<file path="src/rtl/param_bank_sequencer_if.sv">
// Router-side cache port plus downstream valid/ready word stream of the bank sequencer.
// The sequencer connects through master; the router model and stream sink connect through slave.
interface param_bank_sequencer_if;
  logic [1:0]  sel;
  logic        critical;
  logic [15:0] proce_Addr;
  logic        proce_WE;
  logic [15:0] proce_DataIn;
  logic [15:0] proce_DataOut;
  logic [15:0] out_data;
  logic        out_valid;
  logic        out_ready;
  logic [1:0]  out_bank;
  logic        out_last;

  modport master (
    output sel, critical, proce_Addr, proce_WE, proce_DataIn,
    output out_data, out_valid, out_bank, out_last,
    input  proce_DataOut, out_ready
  );

  modport slave (
    input  sel, critical, proce_Addr, proce_WE, proce_DataIn,
    input  out_data, out_valid, out_bank, out_last,
    output proce_DataOut, out_ready
  );
endinterface

</file>
<file path="src/rtl/param_bank_sequencer.sv">
// Sweeps the four parameter cache banks through mod_ParamRouter and streams every word downstream.
// Optional per-bank checksum outputs are built when PARAM_CHECKSUM_EN is defined.
module param_bank_sequencer #(
  parameter int unsigned DEPTH      = 16,
  parameter logic [15:0] BASE_ADDR  = 16'h0000,
  parameter int unsigned GAP_CYCLES = 4
) (
  input  logic clk,
  input  logic rst,
  input  logic start,
  input  logic abort,
  output logic busy,
`ifdef PARAM_CHECKSUM_EN
  output logic        done,
  output logic [15:0] bank_sum,
  output logic        bank_sum_valid,
`else
  output logic done,
`endif
  param_bank_sequencer_if.master bus
);

  typedef enum logic [2:0] {
    S_IDLE, S_ISSUE, S_WAIT, S_LATCH, S_HOLD, S_GAP, S_DONE
  } state_t;

  localparam logic [15:0] LAST_ADDR = 16'(DEPTH - 1);
  localparam int unsigned GAP_W     = $clog2(GAP_CYCLES + 1);
  localparam logic [GAP_W-1:0] GAP_LOAD = GAP_W'(GAP_CYCLES);

  state_t           state_q, state_d;
  logic [1:0]       bank_q;
  logic [15:0]      addr_q;
  logic [GAP_W-1:0] gap_q;
  logic [1:0]       sel_q;
  logic             crit_q;
  logic             busy_q;
  logic [15:0]      out_data_q;
  logic             out_valid_q;
  logic [1:0]       out_bank_q;
  logic             out_last_q;

  logic last_addr;
  logic handshake;
  logic gap_done;
  logic bank_start;

  assign last_addr  = (addr_q == LAST_ADDR);
  assign handshake  = (state_q == S_HOLD) && bus.out_ready;
  assign gap_done   = (gap_q == GAP_W'(1));
  assign bank_start = ((state_q == S_IDLE) && start) || ((state_q == S_GAP) && gap_done);

  always_ff @(posedge clk or posedge rst) begin
    if (rst) state_q <= S_IDLE;
    else     state_q <= state_d;
  end

  // NOTE: next state gets its default first so no path through the case can infer a latch.
  always_comb begin
    state_d = state_q;
    case (state_q)
      S_IDLE:  if (start) state_d = S_ISSUE;
      S_ISSUE: state_d = S_WAIT;
      S_WAIT:  state_d = S_LATCH;
      S_LATCH: state_d = S_HOLD;
      S_HOLD: begin
        if (bus.out_ready) begin
          if (!last_addr)          state_d = S_ISSUE;
          else if (bank_q != 2'd3) state_d = S_GAP;
          else                     state_d = S_DONE;
        end
      end
      S_GAP:   if (gap_done) state_d = S_ISSUE;
      S_DONE:  state_d = S_IDLE;
      default: state_d = S_IDLE;
    endcase
    if (abort) state_d = S_IDLE;
  end

  // NOTE: all sequential state uses non-blocking assignments so every register samples pre-edge values.
  always_ff @(posedge clk or posedge rst) begin
    if (rst) begin
      bank_q      <= '0;
      addr_q      <= '0;
      gap_q       <= '0;
      sel_q       <= '0;
      crit_q      <= 1'b0;
      busy_q      <= 1'b0;
      out_data_q  <= '0;
      out_valid_q <= 1'b0;
      out_bank_q  <= '0;
      out_last_q  <= 1'b0;
    end else if (abort) begin
      bank_q      <= '0;
      addr_q      <= '0;
      gap_q       <= '0;
      sel_q       <= '0;
      crit_q      <= 1'b0;
      busy_q      <= 1'b0;
      out_valid_q <= 1'b0;
      out_last_q  <= 1'b0;
    end else begin
      case (state_q)
        S_IDLE: begin
          if (start) begin
            bank_q <= '0;
            addr_q <= '0;
            sel_q  <= '0;
            crit_q <= 1'b1;
            busy_q <= 1'b1;
          end
        end
        S_LATCH: begin
          out_data_q  <= bus.proce_DataOut;
          out_bank_q  <= bank_q;
          out_last_q  <= last_addr;
          out_valid_q <= 1'b1;
        end
        S_HOLD: begin
          if (bus.out_ready) begin
            out_valid_q <= 1'b0;
            out_last_q  <= 1'b0;
            if (!last_addr) begin
              addr_q <= addr_q + 16'd1;
            end else if (bank_q != 2'd3) begin
              // sel moves only on the edge that drops critical, so the router never sees a bank swap mid-access
              crit_q <= 1'b0;
              bank_q <= bank_q + 2'd1;
              sel_q  <= bank_q + 2'd1;
              gap_q  <= GAP_LOAD;
            end
          end
        end
        S_GAP: begin
          gap_q <= gap_q - GAP_W'(1);
          if (gap_done) begin
            crit_q <= 1'b1;
            addr_q <= '0;
          end
        end
        S_DONE: begin
          crit_q <= 1'b0;
          busy_q <= 1'b0;
          sel_q  <= '0;
          bank_q <= '0;
          addr_q <= '0;
        end
        default: ;
      endcase
    end
  end

`ifdef PARAM_CHECKSUM_EN
  logic [15:0] sum_q;
  logic        sum_valid_q;

  always_ff @(posedge clk or posedge rst) begin
    if (rst) begin
      sum_q       <= '0;
      sum_valid_q <= 1'b0;
    end else if (abort) begin
      sum_q       <= '0;
      sum_valid_q <= 1'b0;
    end else begin
      sum_valid_q <= handshake && out_last_q;
      if (bank_start)     sum_q <= '0;
      else if (handshake) sum_q <= sum_q + out_data_q;
    end
  end

  assign bank_sum       = sum_q;
  assign bank_sum_valid = sum_valid_q;
`endif

  assign busy              = busy_q;
  assign done              = (state_q == S_DONE);
  assign bus.sel           = sel_q;
  assign bus.critical      = crit_q;
  assign bus.proce_Addr    = BASE_ADDR + addr_q;
  assign bus.proce_WE      = 1'b0;
  assign bus.proce_DataIn  = 16'h0000;
  assign bus.out_data      = out_data_q;
  assign bus.out_valid     = out_valid_q;
  assign bus.out_bank      = out_bank_q;
  assign bus.out_last      = out_last_q;

endmodule

</file>
<file path="src/flat_wrapper.sv">
// flat-port wrapper written by rule: the top's interface ports become plain ports
module param_bank_sequencer_flat 
#(
  parameter int unsigned DEPTH      = 16,
  parameter logic [15:0] BASE_ADDR  = 16'h0000,
  parameter int unsigned GAP_CYCLES = 4
)
  (clk, rst, start, abort, busy, done, bus_sel, bus_critical, bus_proce_Addr, bus_proce_WE, bus_proce_DataIn, bus_out_data, bus_out_valid, bus_out_bank, bus_out_last, bus_proce_DataOut, bus_out_ready);
  param_bank_sequencer_if bus_i ();
  input  logic clk;
  input  logic rst;
  input  logic start;
  input  logic abort;
  output logic busy;
  output logic done;
  output wire logic [$bits(bus_i.sel)-1:0] bus_sel;
  output wire logic [$bits(bus_i.critical)-1:0] bus_critical;
  output wire logic [$bits(bus_i.proce_Addr)-1:0] bus_proce_Addr;
  output wire logic [$bits(bus_i.proce_WE)-1:0] bus_proce_WE;
  output wire logic [$bits(bus_i.proce_DataIn)-1:0] bus_proce_DataIn;
  output wire logic [$bits(bus_i.out_data)-1:0] bus_out_data;
  output wire logic [$bits(bus_i.out_valid)-1:0] bus_out_valid;
  output wire logic [$bits(bus_i.out_bank)-1:0] bus_out_bank;
  output wire logic [$bits(bus_i.out_last)-1:0] bus_out_last;
  input wire logic [$bits(bus_i.proce_DataOut)-1:0] bus_proce_DataOut;
  input wire logic [$bits(bus_i.out_ready)-1:0] bus_out_ready;
  assign bus_sel = bus_i.sel;
  assign bus_critical = bus_i.critical;
  assign bus_proce_Addr = bus_i.proce_Addr;
  assign bus_proce_WE = bus_i.proce_WE;
  assign bus_proce_DataIn = bus_i.proce_DataIn;
  assign bus_out_data = bus_i.out_data;
  assign bus_out_valid = bus_i.out_valid;
  assign bus_out_bank = bus_i.out_bank;
  assign bus_out_last = bus_i.out_last;
  assign bus_i.proce_DataOut = bus_proce_DataOut;
  assign bus_i.out_ready = bus_out_ready;
  param_bank_sequencer #(.DEPTH(DEPTH), .BASE_ADDR(BASE_ADDR), .GAP_CYCLES(GAP_CYCLES)) u_core (.clk(clk), .rst(rst), .start(start), .abort(abort), .busy(busy), .done(done), .bus(bus_i));
endmodule
</file>
<file path="config.mk">
export PLATFORM = sky130hd
export DESIGN_NAME = param_bank_sequencer_flat
export DESIGN_NICKNAME = d
export VERILOG_FILES = /design/src/rtl/param_bank_sequencer_if.sv /design/src/rtl/param_bank_sequencer.sv /design/src/flat_wrapper.sv
export SDC_FILE = /design/constraint.sdc
export NUM_CORES = 1
export LEC_CHECK = 0
export BUFFER_PORTS_ARGS = -buffer_cell sky130_fd_sc_hd__clkbuf_2
export CORE_MARGIN = 2
export CORE_UTILIZATION = 47
export CTS_CLUSTER_SIZE = 20
export DETAILED_ROUTE_END_ITERATION = 8
export PLACE_DENSITY = 0.85
export SYNTH_ARGS = -nofsm -noshare
export SYNTH_HDL_FRONTEND = slang
export SYNTH_SLANG_ARGS = --single-unit
export TNS_END_PERCENT = 1
</file>
<file path="constraint.sdc">
create_clock -name clk -period 2.1 [get_ports clk]
set_input_delay 0.21 -clock clk [delete_from_list [all_inputs] [get_ports clk]]
set_output_delay 0.21 -clock clk [all_outputs]
set_load 0.01 [all_outputs]
</file>
==> summary.md, run 1 <==
| Metric | Value |
|---|---|
| Final setup margin | `0.192 ns` |
| Final HPWL DP | `4090 um` |
| Leak Pwr | `between 1 and 1.5 nW` |
| Reg-to-reg endpoint | `u_core.bus.critical` |
| Hold Buf Count CTS | `0` |
| Layout cells sized above 1 | `0.353` |
| Pre-CTS setup slack | `approximately 0.20 ns` |
| Status | `finished clean` |
| Hold WC Path Type | `in -> async` |
| TritonCTS clock tree | `built` |
| XOR/XNOR share of the synthesized area | `0.0102` |
| Top FF cell, synth | `dfrtp_1` |
| Post-synth cell types | `50` |
| First-pass GRT wire length | `between 9000 and 10000 um` |
| Largest family of logic cells by synthesized area | `simple AND/OR/NAND/NOR gates` |
| Period minus WS final | `around 1.9 ns` |
| Post-Route WL | `around 5500 um` |
| 1st-iter DRT viols | `about 120` |
| CTS Buffer Depth | `2` |
| Clock Tree Root | `clkbuf_8` |
| Row count | `26` |
| Port buffer count | `just over 60` |
| Max Cap Viol | `0` |
| Overall Power | `approximately 2.1 mW` |
| Ports | `79` |
| Skew-Pair Late Insertion Delay | `0.30 ns` |
| Post-CTS Setup Bufs | `0` |
| Setup TNS | `0 ns` |
| Post-synthesis mux area share | `0.0834` |
| Starting Density | `0.496` |
| Slew Viols, Final | `0` |
| Worst hold slack | `approximately 0.027 ns` |
| Post-DRT Antenna Nets | `0` |
| Worst setup EP type | `flip-flop` |
| Initial antenna violation count | `0` |
| Syn avg cell area | `~10 um2` |
| # DRC | `0` |
| Syn. warnings | `0` |
| Compound-Gate Fraction of Synth Area | `0.159` |
| GP Congestion | `between 0.8 and 0.9` |
| Synth Area in Simple Gates | `0.187` |
| Post-synthesis adder-cell area fraction | `0.0195` |
| Worst setup SP type | `flip-flop` |
| Clock slew at reported path FFs | `roughly 0.090 ns` |
| Post-synthesis cell area | `roughly 2600 um2` |
| Post-synth EDFFs | `0` |
| Unrepaired setup endpoints after global routing | `false` |
| Peak VDD IR | `between 0.0003 and 0.0004 V` |
| Rel. slew slack | `0.615` |
| Die Wd | `slightly below 80 um` |
| Nets | `~340` |
| P per Cell Area | `715 nW/um2` |
| GRT met2 Usage | `0.333` |
| R2R setup slack | `approximately 0.19 ns` |
| WL/cell | `between 10 and 15 um` |
| Gr ovfl total | `0` |
| Final period util | `0.908` |
| Detailed Routing Iterations Pass 1 | `4` |
| CTS sink cnt | `46` |
| Crit-path max FO | `6` |
| Routed via count | `between 2000 and 2500` |
| Die area | `6060 um2` |
| FMAX | `between 500 and 600 MHz` |
| Final-report hold violation count | `0` |
| Worst r2r path cells | `6` |
| Worst Skew | `0.00622 ns` |
| Setup Viol. Count Final | `0` |
| Seq cells post-synth | `46` |
| CP Class | `reg -> reg` |
| Largest net degree at the start of global routing | `47` |
| H-tree depth | `2` |
| Met1 track demand over resource | `0.219` |
| Post-CTS resize count | `0` |
| Sequential cell area fraction in the yosys report | `0.449` |
| CORE AREA | `about 5200 um2` |
| Worst r2r src | `u_core.addr_q[0]` |
| Met3 usage | `0.0453` |
| Aggregate global-route resource usage | `0.188` |
| Post-Synthesis Cells | `~250` |
| N_diodes | `0` |
| Global route hottest layer | `met2` |
| Worst Tran Pin Value | `approximately 0.58 ns` |
| Crit path DAT | `between 2 and 2.5 ns` |
| TritonCTS Buffers | `5` |
| Critical Path RT | `~2.3 ns` |
| Area delta synth->final | `16.9%` |
| Die Y | `77.9 um` |
| Vias in the first global route | `slightly above 2000` |
| Avg Vias per Cell | `5.37` |
| Async S/R FF share, synth | `1.00` |
## layer usage
layer,vias to the layer above,part of all wire
met3,8,0.054
met5,-,0
met2,69,0.52
met1,1005,0.42
met4,0,0.011
li1,996,-
## worst max-delay path, stage by stage (launching register included)
cell	delay, ns
dfrtp_1	0.41
ha_1	0.23
and3_1	0.26
nand4_4	0.18
o21ai_0	0.21
nor2b_1	0.18
mux2_1	0.33
## worst max path at each step
stage                                      to              from  cells after the start
after floorplan           u_core.bus.critical  u_core.addr_q[0]                      6
after global placement    u_core.bus.critical  u_core.addr_q[0]                      6
after detailed placement  u_core.bus.critical  u_core.addr_q[0]                      6
after CTS                 u_core.bus.critical  u_core.addr_q[0]                      6
after global routing      u_core.bus.critical  u_core.addr_q[0]                      6
final                     u_core.bus.critical  u_core.addr_q[0]                      6
## flip-flops by register name, summed over array words and instances (netlist names)
signal / cells
u_core.bus.out_last: 1
u_core.state_q: 3
u_core.bus.out_bank: 2
u_core.bus.out_data: 16
u_core.bus.sel: 2
u_core.busy: 1
u_core.bus.out_valid: 1
u_core.gap_q: 3
u_core.bus.critical: 1
u_core.addr_q: 16
## synth_stat cells (2+ instances only)
master	number	area, um2
nand3_1	9	45.0
nand2_1	12	45.0
o211ai_1	2	15.0
a31oi_1	3	18.8
nor3_1	2	10.0
nand2b_1	3	18.8
buf_2	7	35.0
dfrtp_1	46	1150
nor4_1	2	12.5
buf_4	20	150
o41ai_1	2	17.5
clkbuf_1	4	15.0
nor2_1	23	86.3
a21oi_1	9	45.0
mux2_2	18	203
xor2_1	3	26.3
nor2b_1	6	37.5
o21ai_0	19	95.1
a311oi_1	2	17.5
and2_1	4	25.0
inv_1	9	33.8
o31ai_1	7	52.6
nand4_1	6	37.5
nor4_4	3	63.8
ha_1	4	50.1
o21ai_1	3	15.0
and3_1	2	12.5
## cell families (layout without fill, tap and decap cells)
kind of cell,count (synthesis),after routing
buf+inv,40,88
simple gates,80,80
flops,46,46
mux,19,19
xor+xnor,3,3
other cells,1,17
fa+ha+maj,4,4
compound gates,60,60
## cell usage in the layout, fill, tap and decap left out, types with 8 or more instances in the layout
| cell | n |
|---|---|
| a21oi_1 | 9 |
| buf_4 | 9 |
| clkbuf_2 | 61 |
| conb_1 | 17 |
| dfrtp_1 | 46 |
| inv_1 | 8 |
| mux2_2 | 18 |
| nand2_1 | 12 |
| nand3_1 | 9 |
| nor2_1 | 23 |
| o21ai_0 | 19 |
## final cells by class
class	instances	area, um2
clock inverter	3	25.0
timing repair buffer	71	393
tap	70	87.6
multi-input combinational	183	1240
fill	451	2170
clock buffer	5	68.8
inverter	9	33.8
sequential	46	1150
## power breakdown
group	internal [mW]	switching (mW)
sequential	1.02	0.0787
combinational	0.238	0.246
clock	0.241	0.322
## metrics by stage
stage	util	cell area [um2]	std cells
2_1_floorplan	-	2630	269
5_1_grt	0.580	3000	387
6_report	0.580	3000	387
4_1_cts	0.580	3000	387
3_3_place_gp	0.562	2910	379
3_5_place_dp	0.562	2910	379
No activity file was read; power rests on OpenSTA's default activity.
==> inputs of run 2 (changes only) <==
- ABC_CLOCK_PERIOD_IN_PS: not set -> 1770
- BUFFER_PORTS_ARGS: -buffer_cell sky130_fd_sc_hd__clkbuf_2 -> not set
- DONT_BUFFER_PORTS: not set -> 1
- PLACE_DENSITY: 0.85 -> 0.73
- clock period: 2.1 -> 1.77 ns (I/O delays scaled with it)
==> run 2 against run 1 <==
Wire length decreased by 1.0%. Sequential share of layout area increased by 1.2 points. Clock power increased by 16%. Register-to-register slack got worse by 0.14 ns. Global-route usage decreased by 0.18 points. Setup slack got worse by 0.14 ns. Non-clock buffer count decreased by 37. Sequential cell count unchanged. First-iteration DRC count increased by 8.5%. Utilization decreased by 1.5 points. Total power increased by 12%. Worst hold slack got worse by 0.0064 ns. Critical path type unchanged. Critical endpoint unchanged. Largest cell class unchanged. Largest power group unchanged.
==> summary.md, run 2 (synthesis results as in run 1) <==
| Metric | Value |
|---|---|
| Final HPWL DP | `between 3000 and 4000 um` |
| Vias in the first global route | `around 1900` |
| Routed via count | `around 1900` |
| TritonCTS clock tree | `built` |
| Status | `finished clean` |
| Final-report hold violation count | `0` |
| P_sw | `0.720 mW` |
| Worst Tran Pin Value | `roughly 0.58 ns` |
| Met1 track demand over resource | `0.242` |
| CTS sink cnt | `46` |
| Worst setup SP type | `flip-flop` |
| Unrepaired setup endpoints after global routing | `true` |
| Die area | `just over 6000 um2` |
| Largest net degree at the start of global routing | `47` |
| Overall Power | `~2.4 mW` |
| Internal power | `1.68 mW` |
| Layout cells sized above 1 | `0.296` |
| Worst setup EP type | `flip-flop` |
| Die Wd | `between 70 and 80 um` |
| Multi-input logic area | `between 1000 and 1500 um2` |
| TritonCTS Buffers | `5` |
| Hold WC Path Type | `in -> reg` |
| Skew-Pair Late Insertion Delay | `around 0.3 ns` |
| Worst hold slack | `about 0.021 ns` |
| Area delta synth->final | `13.9%` |
| CP Class | `reg -> reg` |
| Ports | `~80` |
| 1st-iter DRT viols | `about 130` |
| Most common cell after layout, fill and taps aside | `dfrtp_1` |
| Non-Filler Instances | `between 300 and 400` |
| Starting Density | `0.496` |
| Clock Tree Root | `clkbuf_8` |
| Avg Vias per Cell | `between 5 and 6` |
| Peak VDD IR | `0.000498 V` |
| GP Congestion | `about 0.78` |
| H-tree depth | `2` |
| P per Cell Area | `between 800 and 900 nW/um2` |
| Met3 usage | `0.0581` |
| Final setup margin | `between 0.04 and 0.05 ns` |
| Gr ovfl total | `0` |
| GRT met2 Usage | `0.303` |
| DP Cell Count | `340` |
| Nets | `304` |
| First-pass GRT wire length | `8980 um` |
| CORE AREA | `between 5000 and 6000 um2` |
| Final period util | `0.973` |
| WL/cell | `15.5 um` |
| Pre-CTS setup slack | `0.0377 ns` |
| Fin area | `between 2000 and 3000 um2` |
| Row count | `26` |
| Switching share of power | `0.300` |
| Crit-path max FO | `5` |
| CTS Buffer Depth | `2` |
| Leak Pwr | `1.31 nW` |
| N_diodes | `0` |
| Fillers | `approximately 450` |
| Die Y | `~78 um` |
| # DRC | `0` |
| Placed Area | `around 2800 um2` |
| Critical Path RT | `~2 ns` |
| Detailed Routing Iterations Pass 1 | `4` |
| Clock network power share | `0.272` |
| Worst Skew | `around 0.0039 ns` |
| Commonest non-fill, non-tap cells in the layout | `dfrtp_1 (43), buf_4 (31), nor2_1 (23)` |
| Setup TNS | `0 ns` |
| Max Cap Viol | `0` |
| Crit path DAT | `~1.9 ns` |
| Logic pwr share | `0.146` |
| Aggregate global-route resource usage | `0.186` |
| Period minus WS final | `~1.7 ns` |
| FMAX | `581 MHz` |
| Setup Viol. Count Final | `0` |
| Global route hottest layer | `met2` |
| Port buffer count | `0` |
| Slew Viols, Final | `0` |
| Clock slew at reported path FFs | `~0.09 ns` |
| Reg area | `~1200 um2` |
| Post-Route WL | `about 5400 um` |
| Register share of total power | `0.582` |
| Post-DRT Antenna Nets | `0` |
| Rel. slew slack | `0.611` |
| Initial antenna violation count | `0` |
| Utilization after layout | `0.565` |
==> run 2: cell type report <==
class	instances	share of cell area
Clock buffer	5	0.0236
Clock inverter	3	0.00728
Inverter	9	0.0116
Multi-Input combinational cell	183	0.439
Sequential cell	46	0.395
Tap cell	70	0.0300
Timing Repair Buffer	34	0.0934
==> run 2: routing by layer <==
layer	part of all wire	up-vias	wire length (um)
met5	0	-	0
met4	0.0051	0	28
met3	0.052	5	285
met2	0.51	52	2790
met1	0.43	943	2330
li1	-	926	-
==> run 2: worst paths after layout <==
path | startpoint | end | slack (ns) | cells past startpoint
max reg2reg | u_core.addr_q[11] | u_core.bus.critical | 0.05 | 5
min in group asynchronous | rst | u_core.bus.out_data[0] | 0.48 | 3
max | u_core.addr_q[11] | u_core.bus.critical | 0.05 | 5
min | bus_proce_DataOut[5] | u_core.bus.out_data[5] | 0.02 | 1
min reg2reg | u_core.gap_q[2] | u_core.gap_q[2] | 0.49 | 1
max in group asynchronous | rst | u_core.state_q[0] | 0.87 | 3
==> run 2: power by group through the flow <==
stage / Sequential (mW) / Clock (mW) / Combinational (mW)
after floorplan: 1.38 / 0 / 0.312
after global placement: 1.41 / 0 / 0.328
after detailed placement: 1.42 / 0 / 0.337
after CTS: 1.40 / 0.672 / 0.343
after global routing: 1.42 / 0.707 / 0.388
final: 1.40 / 0.652 / 0.349
==> run 2: what timing repair did <==
item,CTS,global route
endpoints found under the setup margin,0,17
hold buffers,2,0
resized for setup,0,12
setup buffers,0,0
endpoints found under the hold margin,50,0
==> run 2: critical path, stage by stage, from the launching register on <==
cell	delay, ns
dfrtp_1	0.42
nor4_4	0.36
nand4_4	0.19
o21ai_0	0.17
nor2b_1	0.16
mux2_1	0.32
==> inputs of run 3 (changes only) <==
- CORE_UTILIZATION: 47 -> 55
- PLACE_DENSITY: 0.73 -> 0.81
==> run 3 against run 2 <==
Global-route usage grew 3.2 points. Clock power increased by 19%. Largest cell class unchanged. Utilization increased by 10 points. Setup slack improved by 0.031 ns. Sequential share of layout area is 0.24 points lower. Critical endpoint is now u_core.addr_q[3]. Non-clock buffer count is 1 lower.
==> summary.md, run 3 (synthesis results as in run 1) <==
| Metric | Value |
|---|---|
| Worst setup EP type | `flip-flop` |
| H-tree depth | `2` |
| Slowest cell delay on critical path | `~0.48 ns` |
| Final-report hold violation count | `0` |
| Detailed Routing Iterations Pass 1 | `4` |
| Layout cells sized above 1 | `0.290` |
| Pre-CTS setup slack | `approximately 0.0083 ns` |
| Routed via count | `slightly below 2000` |
| Die area | `about 5200 um2` |
| Period minus WS final | `1.69 ns` |
| Non-Filler Instances | `~330` |
| Avg Vias per Cell | `between 5 and 6` |
| Global route hottest layer | `met2` |
| Buf/Inv on CP | `1` |
| Most numerous cell on the critical path | `o21ai_0` |
| Worst r2r path cells | `6` |
| Nets | `around 300` |
| Met3 usage | `0.0597` |
| Utilization after layout | `0.666` |
| N_diodes | `0` |
| Aggregate global-route resource usage | `0.217` |
| Die Y | `between 70 and 80 um` |
| Max Cap Viol | `0` |
| Status | `finished clean` |
| Worst Skew | `about 0.0045 ns` |
| CTS Buffer Depth | `2` |
| Hold Crit Endpoint | `u_core.bus.out_data[0]` |
| Worst Hold Depth | `1` |
| Ports | `roughly 80` |
| Largest net degree at the start of global routing | `47` |
| Initial antenna violation count | `0` |
| Final period util | `0.956` |
| 1st-iter DRT viols | `around 130` |
| Crit path DAT | `1.87 ns` |
| Area delta synth->final | `14.5%` |
| Hold WC Path Type | `in -> reg` |
| CORE AREA | `4410 um2` |
| Met1 track demand over resource | `0.282` |
| CP Class | `reg -> reg` |
| Skew-Pair Late Insertion Delay | `0.30 ns` |
| Worst r2r src | `u_core.state_q[0]` |
| First-pass GRT wire length | `8830 um` |
| Slew Viols, Final | `0` |
| Min-delay src | `bus_proce_DataOut[0]` |
| R2R setup slack | `between 0.07 and 0.08 ns` |
| CTS sink cnt | `46` |
| Crit path launch | `u_core.state_q[0]` |
| # DRC | `0` |
| Peak VDD IR | `~0.00054 V` |
| Reg-to-reg endpoint | `u_core.addr_q[3]` |
| Setup Viol. Count Final | `0` |
| Worst-path cell chain | `nor4b_4 -> o21bai_4 -> o21ai_2 -> buf_4 -> o21ai_0 -> o21ai_0` |
| Port buffer count | `0` |
| Leak Pwr | `~1.3 nW` |
| Unrepaired setup endpoints after global routing | `true` |
| Worst path top cell family by delay | `compound AO/OA/AOI/OAI gates` |
| Worst hold slack | `~0.021 ns` |
| P per Cell Area | `~860 nW/um2` |
| Starting Density | `0.581` |
| Slowest cell on crit path | `dfrtp_2` |
| GP Congestion | `0.889` |
| Vias in the first global route | `between 1500 and 2000` |
| Die Wd | `roughly 72 um` |
| Final setup margin | `slightly below 0.08 ns` |
| Most common cell after layout, fill and taps aside | `dfrtp_1` |
| DP Cell Count | `320` |
| Clock Tree Root | `clkbuf_8` |
| WL/cell | `around 17 um` |
| Worst setup SP type | `flip-flop` |
| Setup TNS | `0 ns` |
| Post-DRT Antenna Nets | `0` |
| GRT met2 Usage | `0.359` |
| FMAX | `approximately 600 MHz` |
| TritonCTS clock tree | `built` |
| Commonest non-fill, non-tap cells in the layout | `dfrtp_1 (43), buf_4 (28), nor2_1 (22)` |
| TritonCTS Buffers | `5` |
| Clock slew at reported path FFs | `about 0.090 ns` |
| Row count | `24` |
| Post-Route WL | `5480 um` |
| Critical Path RT | `roughly 2.0 ns` |
| Gr ovfl total | `0` |
| Crit-path max FO | `15` |
| Final HPWL DP | `3930 um` |
[run 3: per-layer routing]
layer	share of wire	up-vias
li1	-	921
met5	0	-
met3	0.049	9
met2	0.51	58
met1	0.43	976
met4	0.011	0
[run 3: worst max path at each step]
stage	to	slack [ns]	cells past startpoint
floorplan	u_core.bus.critical	0.02	6
global placement	u_core.bus.critical	0.07	6
detailed placement	u_core.bus.critical	0.008	6
CTS	u_core.bus.critical	0.005	6
global route	u_core.gap_q[2]	-0.02	6
finish	u_core.addr_q[3]	0.08	6
[run 3: through the flow]
stage	total power, mW	instance area (um2)
4_1_cts	2.53	2870
5_1_grt	2.63	2940
3_3_place_gp	1.73	2740
3_5_place_dp	1.75	2740
6_report	2.52	2940
2_1_floorplan	1.69	2630
[run 3: repair_timing]
action	in CTS	in global routing
setup endpoints to repair	1	19
hold buffers	2	0
resized for setup	1	18
endpoints found under the hold margin	50	0
buffers inserted	0	1
[run 3: where the power goes]
group / switching [mW] / internal [mW]
Sequential: 0.186 / 1.21
Clock: 0.357 / 0.421
Combinational: 0.160 / 0.186
[run 3: layout make-up]
cell class | count | area, um2
Fill cell | 356 | 1480
Multi-Input combinational cell | 183 | 1290
Sequential cell | 46 | 1150
Timing Repair Buffer | 33 | 282
Clock buffer | 6 | 72.6
Tap cell | 52 | 65.1
Clock inverter | 2 | 37.5
Inverter | 9 | 33.8
